**src/rtl/serial_to_parallel.sv**
```systemverilog
// rtl/serial_to_parallel.sv - byte-to-word assembler on the UART receive path
//
// Packs received bytes MSB-first into an N-bit word and presents it with a
// valid/ready handshake. One completed word can wait in the shift register
// (FULL) while the output register still holds the previous word.
//
// Optional feature: define SERIAL_TO_PARALLEL_TIMEOUT_EN to discard a partial
// word after TIMEOUT idle cycles. Without it, the timeout output is tied to 0.
//
// Ports:
//   clk       in   clock, rising edge
//   rst_n     in   asynchronous active-low reset
//   rx_valid  in   one-cycle byte strobe from the UART receiver
//   rx_byte   in   received byte
//   tx_ready  in   downstream accepts tx_bytes this cycle
//   tx_bytes  out  assembled word, stable while tx_valid is high
//   tx_valid  out  tx_bytes holds an unconsumed word
//   overrun   out  sticky: a byte was dropped with both buffers full
//   timeout   out  one-cycle pulse when a partial word is discarded

module serial_to_parallel #(
    parameter int N       = 32,
    parameter int CNT_W   = 3,
    parameter int TIMEOUT = 1000000
) (
    input  logic         clk,
    input  logic         rst_n,
    input  logic         rx_valid,
    input  logic [7:0]   rx_byte,
    input  logic         tx_ready,
    output logic [N-1:0] tx_bytes,
    output logic         tx_valid,
    output logic         overrun,
    output logic         timeout
);

    localparam logic [CNT_W-1:0] WORD_BYTES = CNT_W'(N / 8);
    localparam logic [CNT_W-1:0] LAST_IDX   = CNT_W'(N / 8 - 1);

    logic [N-1:0]     sr_q, sr_d;
    logic [CNT_W-1:0] cnt_q, cnt_d;
    logic [N-1:0]     tx_bytes_q, tx_bytes_d;
    logic             tx_valid_q, tx_valid_d;
    logic             overrun_q, overrun_d;

    logic [N-1:0] sr_shifted;
    logic         slot_free;
    logic         is_full;

    assign sr_shifted = {sr_q[N-9:0], rx_byte};
    assign slot_free  = !tx_valid_q || tx_ready;
    assign is_full    = (cnt_q == WORD_BYTES);

`ifdef SERIAL_TO_PARALLEL_TIMEOUT_EN
    localparam int IDLE_W = $clog2(TIMEOUT + 1);
    localparam logic [IDLE_W-1:0] IDLE_LAST = IDLE_W'(TIMEOUT - 1);

    logic [IDLE_W-1:0] idle_q, idle_d;
    logic              timeout_q, timeout_d;
`endif

    always_comb begin
        sr_d       = sr_q;
        cnt_d      = cnt_q;
        tx_bytes_d = tx_bytes_q;
        tx_valid_d = tx_valid_q;
        overrun_d  = overrun_q;
`ifdef SERIAL_TO_PARALLEL_TIMEOUT_EN
        idle_d     = '0;
        timeout_d  = 1'b0;
`endif

        // Consumption; any load below overrides this and keeps valid high.
        if (tx_valid_q && tx_ready) begin
            tx_valid_d = 1'b0;
        end

        if (is_full) begin
            if (slot_free) begin
                tx_bytes_d = sr_q;
                tx_valid_d = 1'b1;
                if (rx_valid) begin
                    // Held word moves out while this byte starts the next one.
                    sr_d  = sr_shifted;
                    cnt_d = CNT_W'(1);
                end else begin
                    cnt_d = '0;
                end
            end else if (rx_valid) begin
                overrun_d = 1'b1;
            end
        end else if (rx_valid) begin
            sr_d = sr_shifted;
            if (cnt_q == LAST_IDX) begin
                if (slot_free) begin
                    tx_bytes_d = sr_shifted;
                    tx_valid_d = 1'b1;
                    cnt_d      = '0;
                end else begin
                    cnt_d = WORD_BYTES;
                end
            end else begin
                cnt_d = cnt_q + CNT_W'(1);
            end
        end
`ifdef SERIAL_TO_PARALLEL_TIMEOUT_EN
        else if (cnt_q != '0) begin
            // PARTIAL and idle: an arriving byte above always wins over expiry.
            if (idle_q == IDLE_LAST) begin
                cnt_d     = '0;
                timeout_d = 1'b1;
            end else begin
                idle_d = idle_q + IDLE_W'(1);
            end
        end
`endif
    end

    always_ff @(posedge clk or negedge rst_n) begin
        if (!rst_n) begin
            sr_q       <= '0;
            cnt_q      <= '0;
            tx_bytes_q <= '0;
            tx_valid_q <= 1'b0;
            overrun_q  <= 1'b0;
        end else begin
            sr_q       <= sr_d;
            cnt_q      <= cnt_d;
            tx_bytes_q <= tx_bytes_d;
            tx_valid_q <= tx_valid_d;
            overrun_q  <= overrun_d;
        end
    end

`ifdef SERIAL_TO_PARALLEL_TIMEOUT_EN
    always_ff @(posedge clk or negedge rst_n) begin
        if (!rst_n) begin
            idle_q    <= '0;
            timeout_q <= 1'b0;
        end else begin
            idle_q    <= idle_d;
            timeout_q <= timeout_d;
        end
    end

    assign timeout = timeout_q;
`else
    assign timeout = 1'b0;
`endif

    assign tx_bytes = tx_bytes_q;
    assign tx_valid = tx_valid_q;
    assign overrun  = overrun_q;

endmodule
```
**config.mk**
```make
export PLATFORM = sky130hd
export DESIGN_NAME = serial_to_parallel
export DESIGN_NICKNAME = d
export VERILOG_FILES = /design/src/rtl/serial_to_parallel.sv
export SDC_FILE = /design/constraint.sdc
export NUM_CORES = 1
export LEC_CHECK = 0
export BUFFER_PORTS_ARGS = -buffer_cell sky130_fd_sc_hd__buf_4
export CORE_MARGIN = 1.5
export CORE_UTILIZATION = 40
export CTS_CLUSTER_SIZE = 24
export DETAILED_ROUTE_END_ITERATION = 8
export PLACE_DENSITY = 0.61
export SLEW_MARGIN = 20
export SYNTH_ARGS = -nofsm -noshare
export SYNTH_HDL_FRONTEND = slang
export SYNTH_SLANG_ARGS = --single-unit
```
**constraint.sdc**
```tcl
create_clock -name clk -period 3.88 [get_ports clk]
set_input_delay 0.582 -clock clk [delete_from_list [all_inputs] [get_ports clk]]
set_output_delay 0.582 -clock clk [all_outputs]
set_load 0.1 [all_outputs]
```
==> impl_metrics.toml <==
[run]
maxCapViolCount = 0

[outcome]
status = "finished clean"

[synth]
synth_xor_area_share_pct = 0
netlist_area_mm2 = 0.00329
synth_cell_types = 25
ys_ff_latch = 69
yosysWarnings = 0
synthesis.nets = 216
syn_area_per_cell_um2 = 16.3
synth.mux.area_fraction_pct = 38.9
synth_compound_area_share_pct = 1.52
synthAdderAreaFrac_pct = 0.761
synth_top_area_share_pct = 52.5
synth_top_family_by_area = "multiplexers"
synth.area.top_cells = "dfrtp_1 52%, mux2_4 23%, mux2_2 16%"
synth-simple-area-share_pct = 2.85
syn_inst = 202
yosysSeqAreaShare_pct = 52.5
yosys.area.top_type = "dfrtp_1"

[clocking]
ctsHtreeMaxLevel = 3
cts_sinks = 69
cts_inserted_buffers = 9
cts_tree = "yes"
post_cts_resized = 0
cts_root_buffer = "clkbuf_8"
max-clock-path-buffers = 2
hold_buffers = 0
clk_latency_ns = 0.34
clkSlewWorstSetupHoldPaths_ns = 0.07
cts_setup_buffers = 0

[global_routing]
grt_antenna_before_repair = 0
grt_pass1_vias = 1788
grt_pass1_wl_um = 9210
gr-total-overflow = 0
grt_max_degree = 70
track_usage_pct = 14.1

[sta]
maxSlewHeadroom_pct = 42.8
rsz0062_at_grt = "no"
setup_slack_ns = 1.53
period_share_pct = 60.6
setup_viol = 0
fmax_mhz = 425
worstMarginPinSlew_ns = 0.859
skew_ns = 0.00866
post-route-min-period_ns = 2.35
slew_viol_final = 0
tns_ns = 0
hold_violations = 0

[die]
die_h_um = 93.7
die_w_um = 93.7
core_mm2 = 0.00785
initial_utilization_pct = 41.9
io_pins = 47
row_count = 32
die_area_mm2 = 0.00878

[worst_setup_path]
cp_data_required_time_ns = 4.10
cp.arrival_ns = 2.58
critPathCaptureType = "flip-flop"
max_stage_delay_ns = 0.69
startpoint_type = "flip-flop"
critPathKind = "reg2reg"
cp_num_buf_inv = 2
path_depth = 6
reg2reg_depth = 6
crit_fanout = 21
crit_chain = "inv_1, ha_1, nand2b_1, nor3b_4, buf_12, mux2_2"
crit_family = "simple AND/OR/NAND/NOR gates"
cpMaxStageDelayCell = "nor3b_4"

[detailed_routing]
avgRoutedWirePerCell_um = 15.5
drtIter0Drc = 56
vias = 1754
met2_length_um = 2610
route.detailed.drc = 0
first_pass_iters = 4
drt-total-wl_um = 5500
vias_per_cell = 4.93
wirelength_met1_um = 2600
ant_nets = 0
wl_met3_um = 243
topRoutingLayerUsed = "met4"

[placed_design]
gp_congestion = 0.779
dp_slack_ns = 1.50
place_hpwl_um = 3430
port_buffers = 45

[finish]
nets = 263
seq_area_mm2 = 0.00173
fillers = 712
layout-drive-gt1-share_pct = 63.8
multi_input_area_mm2 = 0.00145
antenna_cells = 0
syn_to_final_growth_pct = 17.7

[worst_hold_path]
worstHoldPathType = "in2async"
layout make-up:
cell class / count / share of cell area, %
clock buffer: 11 / 3.65
clock inverter: 5 / 1.29
inverter: 2 / 0.194
multi-input combinational: 120 / 37.5
sequential: 69 / 44.6
tap: 102 / 3.30
timing repair buffer: 47 / 9.44
logic make-up after synthesis:
group / Yosys count
simple gates: 13
other cells: 1
fa+ha+maj: 2
buf+inv: 13
mux: 97
compound gates: 7
flops: 69
through the flow:
| step | hold WS (ns) | std cells | instance area, um2 | util [%] |
|---|---|---|---|---|
| finish | 0.350 | 356 | 3870 | 49.3 |
| global route | 0.420 | 356 | 3870 | 49.3 |
| CTS | 0.378 | 356 | 3870 | 49.3 |
| detailed placement | 0.459 | 340 | 3680 | 46.9 |
| global placement | 0.471 | 340 | 3680 | 46.9 |
| floorplan | 0.286 | 202 | 3290 | - |
cells in the mapped netlist, drive strengths merged:
library cell / count
a211oi: 1
a21oi: 2
a31oi: 1
a41o: 1
and3: 1
buf: 11
conb: 1
dfrtp: 69
ha: 2
inv: 2
mux2: 97
nand2: 3
nand2b: 3
nand4: 1
nand4b: 1
nor2b: 1
nor3: 2
nor3b: 1
o211ai: 1
o21ai: 1
state kept, by name, summed over array words and instances, names as in the netlist:
signal and cells:
cnt_q 3, overrun 1, sr_q 32, tx_bytes 32, tx_valid 1
final timing paths:
check,endpoint,slack (ns),startpoint
max reg2reg,tx_bytes[30]$_DFFE_PN0P_,1.53,cnt_q[0]$_DFFE_PN0P_
max in group asynchronous,tx_bytes[7]$_DFFE_PN0P_,2.96,rst_n
max,tx_bytes[30]$_DFFE_PN0P_,1.53,cnt_q[0]$_DFFE_PN0P_
min in group clk,overrun$_DFFE_PN0P_,0.48,overrun$_DFFE_PN0P_
min,tx_bytes[29]$_DFFE_PN0P_,0.35,rst_n
min reg2reg,overrun$_DFFE_PN0P_,0.48,overrun$_DFFE_PN0P_
routing by layer:
layer / track usage, % / vias up
met4: 4.85 / 0
met5: 0 / -
met2: 21.5 / 41
met3: 5.34 / 5
met1: 18.2 / 894
li1: - / 814
cells in the final DEF (no fill, tap or decap):
master / count
dfrtp_1: 69
mux2_4: 50
mux2_2: 47
buf_4: 46
clkbuf_8: 10
clkinv_2: 4
nand2b_1: 3
inv_1: 2
nand2_1: 2
nor3_1: 2
ha_1: 2
nand2_4: 1
o211ai_1: 1
nor2b_1: 1
a21oi_2: 1
nor3b_4: 1
nand4b_1: 1
a41o_1: 1
nand4_1: 1
o21ai_0: 1
and3_1: 1
a31oi_1: 1
a21oi_1: 1
a211oi_1: 1
conb_1: 1
bufinv_16: 1
clkbuf_1: 1
buf_12: 1
Power is not shown: default switching activity piles up to over one toggle a cycle in this logic, so the estimate is an artifact.
